<file path="src/rtl/capture_ram_pkg.sv">
// Shared types and helpers for the capture RAM: FSM state encoding, write-mode
// constants and the pointer increment that wraps at an arbitrary depth.
package capture_ram_pkg;

  typedef enum logic [1:0] {
    S_CLEAR = 2'd0,
    S_RUN   = 2'd1,
    S_HOLD  = 2'd2
  } state_t;

  localparam logic MODE_ONESHOT = 1'b0;
  localparam logic MODE_RING    = 1'b1;

  // Depth need not be a power of two, so the wrap is an explicit compare.
  function automatic logic [31:0] ptr_inc(input logic [31:0] ptr, input logic [31:0] depth);
    return (ptr >= depth - 32'd1) ? 32'd0 : ptr + 32'd1;
  endfunction

endpackage

</file>
<file path="src/rtl/ram_core.sv">
// Behavioural single-write-port RAM with a registered read-first read port.
// No reset: contents are initialised by the owner's clear sweep.
module ram_core #(
  parameter int DATA_WIDTH = 16,
  parameter int ADDR_WIDTH = 5,
  parameter int DEPTH      = 1 << ADDR_WIDTH
) (
  input  logic                  CLK,
  input  logic                  we,
  input  logic [ADDR_WIDTH-1:0] waddr,
  input  logic [DATA_WIDTH-1:0] wdata,
  input  logic                  re,
  input  logic [ADDR_WIDTH-1:0] raddr,
  output logic [DATA_WIDTH-1:0] rdata
);

  logic [DATA_WIDTH-1:0] mem [DEPTH];

  always_ff @(posedge CLK) begin
    if (we) mem[waddr] <= wdata;
    if (re) rdata <= mem[raddr];
  end

endmodule

</file>
<file path="src/rtl/capture_ram.sv">
// Sample buffer between the front end and the readout layer: handshaked
// auto-incrementing writes, random-access reads and a one-word-per-cycle clear sweep.
module capture_ram
  import capture_ram_pkg::*;
#(
  parameter int DATA_WIDTH     = 16,
  parameter int ADDR_WIDTH     = 5,
  parameter int DEPTH          = 1 << ADDR_WIDTH,
  parameter int ALMOST_FULL_TH = DEPTH - 4
) (
  input  logic                  CLK,
  input  logic                  RST_N,
  input  logic                  MODE,
  input  logic                  CLR,
  input  logic                  WR_VALID,
  output logic                  WR_READY,
  input  logic [DATA_WIDTH-1:0] WR_DATA,
  input  logic                  RD_EN,
  input  logic [ADDR_WIDTH-1:0] RD_ADDR,
  output logic [DATA_WIDTH-1:0] RD_DATA,
  output logic                  RD_VALID,
  output logic [ADDR_WIDTH-1:0] WR_PTR,
  output logic [ADDR_WIDTH:0]   COUNT,
  output logic                  EMPTY,
  output logic                  FULL,
  output logic                  ALMOST_FULL,
  output logic                  OVERRUN,
  output logic                  BUSY
);

  localparam int                    AF_TH      = (ALMOST_FULL_TH < 0) ? 0 : ALMOST_FULL_TH;
  localparam logic [ADDR_WIDTH:0]   DEPTH_C    = (ADDR_WIDTH+1)'(DEPTH);
  localparam logic [ADDR_WIDTH:0]   LAST_COUNT = (ADDR_WIDTH+1)'(DEPTH - 1);
  localparam logic [ADDR_WIDTH:0]   AF_C       = (ADDR_WIDTH+1)'(AF_TH);
  localparam logic [ADDR_WIDTH-1:0] LAST_IDX   = ADDR_WIDTH'(DEPTH - 1);

  state_t                state, state_n;
  logic [ADDR_WIDTH-1:0] idx, idx_n;
  logic [ADDR_WIDTH-1:0] wr_ptr, wr_ptr_n;
  logic [ADDR_WIDTH:0]   count, count_n;
  logic                  overrun, overrun_n;
  logic                  rd_valid, rd_zero, rd_in_range;
  logic                  wr_fire, sweeping;
  logic                  mem_we;
  logic [ADDR_WIDTH-1:0] mem_waddr;
  logic [DATA_WIDTH-1:0] mem_wdata, core_rdata;

  assign sweeping    = (state == S_CLEAR);
  assign FULL        = (count == DEPTH_C);
  assign EMPTY       = (count == '0);
  assign ALMOST_FULL = (count >= AF_C);
  assign WR_READY    = (state == S_RUN) && !CLR && ((MODE == MODE_RING) || !FULL);
  assign wr_fire     = WR_VALID && WR_READY;
  assign rd_in_range = ({1'b0, RD_ADDR} < DEPTH_C);

  always_comb begin
    state_n   = state;
    idx_n     = idx;
    wr_ptr_n  = wr_ptr;
    count_n   = count;
    overrun_n = overrun;
    if (CLR) begin
      state_n   = S_CLEAR;
      idx_n     = '0;
      wr_ptr_n  = '0;
      count_n   = '0;
      overrun_n = 1'b0;
    end else begin
      case (state)
        S_CLEAR: begin
          if (idx == LAST_IDX) begin
            state_n = S_RUN;
            idx_n   = '0;
          end else begin
            idx_n = idx + ADDR_WIDTH'(1);
          end
        end
        S_RUN: begin
          if (wr_fire) begin
            wr_ptr_n = ADDR_WIDTH'(ptr_inc(32'(wr_ptr), 32'(DEPTH)));
            if (count < DEPTH_C) count_n = count + (ADDR_WIDTH+1)'(1);
            else                 overrun_n = 1'b1;
            if ((MODE == MODE_ONESHOT) && (count == LAST_COUNT)) state_n = S_HOLD;
          end
        end
        S_HOLD: begin
          // Resuming in ring mode starts overwriting from the oldest word.
          if (MODE == MODE_RING) begin
            state_n  = S_RUN;
            wr_ptr_n = '0;
          end
        end
        default: state_n = S_CLEAR;
      endcase
    end
  end

  always_ff @(posedge CLK) begin
    if (!RST_N) begin
      state    <= S_CLEAR;
      idx      <= '0;
      wr_ptr   <= '0;
      count    <= '0;
      overrun  <= 1'b0;
      rd_valid <= 1'b0;
      rd_zero  <= 1'b1;
    end else begin
      state    <= state_n;
      idx      <= idx_n;
      wr_ptr   <= wr_ptr_n;
      count    <= count_n;
      overrun  <= overrun_n;
      rd_valid <= RD_EN;
      if (RD_EN) rd_zero <= !rd_in_range;
    end
  end

  // The sweep owns the write port while clearing; out-of-range reads are masked to zero.
  assign mem_we    = RST_N && (sweeping || wr_fire);
  assign mem_waddr = sweeping ? idx : wr_ptr;
  assign mem_wdata = sweeping ? '0 : WR_DATA;

  ram_core #(
    .DATA_WIDTH(DATA_WIDTH),
    .ADDR_WIDTH(ADDR_WIDTH),
    .DEPTH     (DEPTH)
  ) u_core (
    .CLK  (CLK),
    .we   (mem_we),
    .waddr(mem_waddr),
    .wdata(mem_wdata),
    .re   (RST_N && RD_EN && rd_in_range),
    .raddr(RD_ADDR),
    .rdata(core_rdata)
  );

  assign RD_DATA  = rd_zero ? '0 : core_rdata;
  assign RD_VALID = rd_valid;
  assign WR_PTR   = wr_ptr;
  assign COUNT    = count;
  assign OVERRUN  = overrun;
  assign BUSY     = sweeping;

endmodule

</file>
<file path="config.mk">
export PLATFORM = sky130hd
export DESIGN_NAME = capture_ram
export DESIGN_NICKNAME = d
export VERILOG_FILES = /design/src/rtl/capture_ram_pkg.sv /design/src/rtl/ram_core.sv /design/src/rtl/capture_ram.sv
export SDC_FILE = /design/constraint.sdc
export NUM_CORES = 1
export LEC_CHECK = 0
export BUFFER_PORTS_ARGS = -buffer_cell sky130_fd_sc_hd__buf_2
export CAP_MARGIN = 20
export CORE_MARGIN = 1
export CORE_UTILIZATION = 45
export DETAILED_ROUTE_END_ITERATION = 8
export GPL_ROUTABILITY_DRIVEN = 0
export PLACE_DENSITY_LB_ADDON = 0.08
export SETUP_SLACK_MARGIN = 0.3
export SYNTH_ARGS = -nofsm -noshare
export SYNTH_HDL_FRONTEND = slang
export SYNTH_SLANG_ARGS = --single-unit
export TNS_END_PERCENT = 50
</file>
<file path="constraint.sdc">
create_clock -name CLK -period 8.15 [get_ports CLK]
set_input_delay 0 -clock CLK [delete_from_list [all_inputs] [get_ports CLK]]
set_output_delay 0 -clock CLK [all_outputs]
set_load 0.05 [all_outputs]
</file>
Yosys cells after proc, flatten, opt, wreduce, memory -nomap -nowiden --
Memories as Yosys holds them, arrays and structs flattened. A register that Yosys moved wholly into a read port is not among the register bits. Cells that the tools add are included.
Cells by class: bitwise logic cells 3, $lt $le $gt $ge 3, add/subtract/negate cells 3, muxes and demuxes 15, equality and inequality tests 9, reductions and logical operators 18
Operators with widths (number):
- 2-to-1 mux 16 bit | 2
- 2-to-1 mux 5 bit | 5
- adder 5 x 1 -> 5 bit, second input constant | 2
- one-hot mux 5 bit (2 select lines) | 1
- AND reduction 3 bit | 3
- 2-to-1 mux 2 bit | 4
- adder 6 x 1 -> 6 bit, second input constant | 1
- == test 6 x 5 -> 1 bit, second input constant | 1
- == test 6 bit, second input constant | 1
- greater-or-equal comparator 6 x 5 -> 1 bit, second input constant | 1
- logical AND 1 bit | 6
- zero test 6 bit | 1
- less-than comparator 6 bit, second input constant | 1
- one-hot mux 2 bit (3 select lines) | 1
- == test 5 bit, second input constant | 1
- greater-or-equal comparator 5 bit, second input constant | 1
- != test 2 x 1 -> 1 bit, second input constant | 2
- != test 2 bit, second input constant | 2
- AND reduction 4 bit | 1
- inverter 1 bit | 3
- == test 2 x 1 -> 1 bit, second input constant | 1
- == test 2 bit, second input constant | 1
- zero test 1 bit | 2
- zero test 2 bit | 1
- other kinds (4) | 6
Word-level totals: bits in registers 21, logic and storage cells 59, RAM bits 512, output and inout bits 34, memories 1
Memory list:
- u_core.mem | words 32, width 16, rd ports 1, clocked after Yosys merged registers in 1, write ports 1, RTL line ram_core.sv:17 | logic [DATA_WIDTH-1:0] mem [DEPTH];

Longest topological paths before layout --
depth in word-level cells 9, gate-level depth with buffers 7, gate-level depth less buffers 6

By module --
From an unflattened synthesis, not the netlist that was laid out.
Second synthesis, totals: cell total of the unflattened synthesis 1312, area, all modules 22089.9 um2
Modules (own cells, without submodules):
- ram_core | seq. area each 15855.2 um2, instances 1, area each 20696.1 um2, cells each 1143
- capture_ram | seq. area each 420.4 um2, instances 1, area each 1393.8 um2, cells each 169

Worst setup path after synthesis --
Ideal clock, no wire load.
kind flip-flop to flip-flop, start point reg count[0], in the netlist COUNT[0], end point mem u_core.mem[15][0], enable pin, stages on the path, launching flop included 7, setup time 0.409 ns, data required time 7.741 ns, slack 5.007 ns, data arrival time 2.734 ns, path buffers 0, cells stage by stage dfxtp_1 inv_1 ha_1 nor4b_4 a21oi_2 a22oi_1 nor3_1
Between the ends: longest elaborated chain between the ends 9
RTL lines:
- start: declaration | RTL line capture_ram.sv:40 | logic [ADDR_WIDTH:0] count, count_n;
- start signal: assignment | RTL line capture_ram.sv:111 | count <= count_n;
- == test 6 bit | RTL line capture_ram.sv:49 | assign FULL = (count == DEPTH_C);
- zero test 1 bit | RTL line capture_ram.sv:52 | assign WR_READY = (state == S_RUN) && !CLR && ((MODE == MODE_RING) || !FULL);
- logical OR 1 bit | RTL line capture_ram.sv:52
- logical AND 1 bit | RTL line capture_ram.sv:52
- logical AND 1 bit | RTL line capture_ram.sv:53 | assign wr_fire = WR_VALID && WR_READY;
- logical OR 1 bit | RTL line capture_ram.sv:119 | assign mem_we = RST_N && (sweeping || wr_fire);
- logical AND 1 bit | RTL line capture_ram.sv:119
- 2-to-1 mux 1 bit | RTL line ram_core.sv:20 | if (we) mem[waddr] <= wdata;
- 2-to-1 mux 1 bit (not written as such) | RTL line ram_core.sv:20
- end: declaration | RTL line ram_core.sv:17
No other way between the ends.

Worst setup path in the final report --
start point reg state[0], end point mem u_core.mem[9][10], enable pin
Between the ends: longest elaborated chain between the ends 8
RTL lines:
- start: declaration | RTL line capture_ram.sv:37 | state_t state, state_n;
- start signal: assignment | RTL line capture_ram.sv:108 | state <= state_n;
- == test 2 x 1 -> 1 bit | RTL line capture_ram.sv:52
- logical AND 1 bit (2 in series) | RTL line capture_ram.sv:52
- logical AND 1 bit | RTL line capture_ram.sv:53
- logical OR 1 bit | RTL line capture_ram.sv:119
- logical AND 1 bit | RTL line capture_ram.sv:119
- 2-to-1 mux 1 bit | RTL line ram_core.sv:20
- 2-to-1 mux 1 bit (not written as such) | RTL line ram_core.sv:20
Several ways; a longest one is shown, not always the timed one.

==> flow_summary.toml <==
[outcome]
outcome = "complete, no violations"

[timing]
max-slew-margin-rel_pct = 31.1
finalHoldWorstSlack_ns = 0.0962
finalHoldViolCount = 0
fmax_mhz = 309
setup_repair_after_global_routing_missed_its_margin = "false"
setup_viol = 0
timing.clock.skew_ns = 0.0277
tightest_slew_ns = 1.03
fin_setup_tns_ns = 0
fin_crit_sh_pct = 39.7
layout_min_cycle_time_ns = 3.23
timing.final.max_slew_violations = 0
postLayoutSetupSlackWorst_ns = 4.92

[route]
highest_layer = "met4"
post_detailed_route_drc_marker_count = 0
remaining_number_of_nets_flagged_by_the_antenna_check_after_routing = 0
detailroute.via_count = 11700
route.layer.met1.wl_mm = 23.0
met3WireLength_mm = 2.69
drt-pass1-iter-count = 5
met2RoutedLength_mm = 27.7
initialDrtViolationCount = 998
avgRoutedWirePerCell_um = 27.1
detail_routed_via_count_per_cell = 5.72
drt_wl_total_mm = 55.2

[run]
cap_violations = 0

[setup_path]
crit-reg2reg-capture = "u_core.mem[9][10]"
critical_path_peak_fanout = 27
regToRegSetupSlack_ns = 4.92
critPathArrivalTime_ns = 3.45
crit-reg2reg-launch = "state[0]"
crit_required_ns = 8.37
worst_r2r_path_depth = 5
critPathLaunchType = "flip-flop"
timing_worst_setup_path_type = "reg2reg"
crit_chain = "or2_1 > inv_2 > mux2i_2 > nand3_1 > nor2_2"
crit_slowest_cell = "sky130_fd_sc_hd__nor2_2"
worst_path_largest_cell_delay_ns = 0.69
critPathCaptureType = "flip-flop"

[synth]
ys_seq_area_share_pct = 73.9
synth_adder_area_share_pct = 0.341
net_count_after_synthesis = 1316
post-synth-top-area-fraction_pct = 72.0
largest_family_of_logic_cells_by_synthesized_area = "multiplexers"
synthDominantAreaCellType = "sky130_fd_sc_hd__edfxtp_1"
post_synth_cell_types = 58
synth.mux.area_fraction_pct = 11.7
post_synth_and_or_nand_nor_area_fraction_pct = 6.26
syn_area_per_cell_um2 = 17.2
synth-seq-cells = 549
synth.yosys.warnings = 0
synth_enable_flop_cells = 528
syn-cell-area_um2 = 22000
yosys.area_share.xor_xnor_pct = 0.119
synth_compound_area_share_pct = 5.58
yosysMostFrequentCell = "sky130_fd_sc_hd__edfxtp_1"
ys_dominant_reg_cell = "sky130_fd_sc_hd__edfxtp_1"
netlist_top_cells_count = "sky130_fd_sc_hd__edfxtp_1, sky130_fd_sc_hd__mux2i_1, sky130_fd_sc_hd__a22oi_1"
synth_area_leaders = "sky130_fd_sc_hd__edfxtp_1, sky130_fd_sc_hd__mux2i_1, sky130_fd_sc_hd__a22oi_1"
post_synth_inst_count = 1283
postSynth.asyncResetShare_pct = 0

[cts]
clkLatencyLatePin_ns = 0.61
clk_root_buffer_cell = "sky130_fd_sc_hd__clkbuf_16"
clock_tree.htree_level_count = 2
cts.reportedPaths.clkPinSlew_ns = 0.06
cts_tree = "yes"
cts_buffers = 57
cts_repair_resize_count = 0
cts.sink_count = 549
cts_max_path_buffers = 3

[placement]
detailed_place.area_um2 = 23000
dp_slack_ns = 4.89
hpwl_mm = 33.6
place_inst = 1926
port_buffers = 60

[final_layout]
area_delta_synth_final_pct = 13.1
fill_cells = 3952
final_cell_area_um2 = 24900
layout_cell_share_with_drive_strength_beyond_1_pct = 15.5
finish.cell_count_without_fillers = 2038
nNetsFinal = 1410

[worst_hold_path]
hold_path_depth = 3
holdPathEnd = "u_core.mem[18][5]"
hold_path.class = "in2reg"
hold_path.startpoint = "WR_DATA[5]"

[power_and_ir_drop]
power_density_nw_per_um2 = 233
max-vdd-ir-drop_uv = 185
leakagePower_nw = 9.77

[die]
floorplan.initialDensity_pct = 45.9
num_rows = 80
die-area_um2 = 49900
die_h_um = 223
io_pins = 61
die-width_um = 223
core_footprint_um2 = 48000

[grt]
first_pass_grt_wire_length_mm = 79.1
globalRoute.totalOverflow = 0
grt_pass1_vias = 11500
track_usage_pct = 22.4
grt_antenna_before_repair = 0
pin_count_of_the_biggest_net_entering_global_routing = 105
==> how the worst max path moves through the flow <==
stage / start / endpoint / slack, ns / cells after the start
floorplan: COUNT[0] / u_core.mem[15][0] / 5.01 / 6
global placement: state[0] / u_core.mem[9][15] / 5.08 / 5
detailed placement: state[0] / u_core.mem[9][1] / 4.89 / 5
CTS: state[0] / u_core.mem[9][6] / 4.90 / 5
global route: state[0] / u_core.mem[9][12] / 4.62 / 5
finish: state[0] / u_core.mem[9][10] / 4.92 / 5
==> per-stage QoR <==
| step | utilization (%) | power (W) |
|---|---|---|
| finish | 51.9 | 0.00580 |
| detailed placement | 48.0 | 0.00335 |
| floorplan | - | 0.00327 |
| global placement | 48.0 | 0.00335 |
| global route | 51.9 | 0.00598 |
| CTS | 51.8 | 0.00585 |
==> where the power goes <==
part           internal (W)  switching (W)
Sequential          0.00306     0.00000651
Clock               0.00147        0.00104
Combinational     0.0000736       0.000145
Total               0.00461        0.00119
==> logic make-up (layout without fill, tap and decap cells) <==
| family | count (synthesis) | after routing |
|---|---|---|
| other | 0 | 2 |
| buffers and inverters | 81 | 219 |
| adder cells (fa/ha/maj) | 6 | 6 |
| XOR/XNOR | 3 | 3 |
| AO/OA/AOI/OAI | 167 | 167 |
| flip-flops | 549 | 549 |
| AND/OR/NAND/NOR | 220 | 220 |
| multiplexers | 257 | 257 |
==> worst max-delay path: cells and delay by family, from the launching register on <==
family	cells	cell delay, ns
AND/OR/NAND/NOR	3	1.54
flip-flops	1	0.59
multiplexers	1	0.43
buffers and inverters	1	0.29
==> state kept, by name, indices dropped and copies added, names as in the netlist <==
signal        flops
OVERRUN           1
u_core.rdata     16
state             2
WR_PTR            5
idx               5
u_core.mem      512
RD_VALID          1
rd_zero           1
COUNT             6
==> cell type report <==
cell class	instances	area, µm²	share of cell area, %
Sequential cell	549	16300	65.3
Multi-Input combinational cell	653	5340	21.4
Clock buffer	79	1580	6.34
Tap cell	615	769	3.09
Timing Repair Buffer	110	717	2.88
Clock inverter	24	223	0.893
Inverter	6	22.5	0.0903
Antenna cell	2	5.00	0.0201
==> cell usage in the layout, fill, tap and decap left out, types with 4 or more instances in the layout <==
master and instances:
sky130_fd_sc_hd__nor3_1 5, sky130_fd_sc_hd__a21oi_1 11, sky130_fd_sc_hd__clkbuf_1 16, sky130_fd_sc_hd__clkinv_2 9, sky130_fd_sc_hd__edfxtp_1 528, sky130_fd_sc_hd__and4b_1 4, sky130_fd_sc_hd__nor4b_4 5, sky130_fd_sc_hd__and2_2 9
sky130_fd_sc_hd__inv_1 5, sky130_fd_sc_hd__nand2b_1 7, sky130_fd_sc_hd__nand2_1 13, sky130_fd_sc_hd__a22oi_1 130, sky130_fd_sc_hd__mux2i_1 256, sky130_fd_sc_hd__buf_2 59, sky130_fd_sc_hd__clkbuf_8 5, sky130_fd_sc_hd__and3_1 5
sky130_fd_sc_hd__o21ai_0 5, sky130_fd_sc_hd__nor3_2 4, sky130_fd_sc_hd__ha_1 6, sky130_fd_sc_hd__clkbuf_16 58, sky130_fd_sc_hd__buf_4 42, sky130_fd_sc_hd__nand4_1 36, sky130_fd_sc_hd__bufinv_16 4, sky130_fd_sc_hd__nand3b_1 5
sky130_fd_sc_hd__dlygate4sd3_1 6, sky130_fd_sc_hd__nand3_1 16, sky130_fd_sc_hd__and2_1 10, sky130_fd_sc_hd__dfxtp_1 21, sky130_fd_sc_hd__clkinv_1 9, sky130_fd_sc_hd__nor2b_1 23, sky130_fd_sc_hd__nor2_1 52
==> layer usage <==
layer	GRT usage [%]	vias up
met1	29.2	5959
met5	0	-
li1	-	5320
met3	3.46	82
met2	38.2	295
met4	7.60	0
==> timing repair <==
action	in CTS	in global routing
hold endpoints to repair	13	0
setup buffers	0	0
hold buffers	6	0
Power figures use the tool's default switching activity.
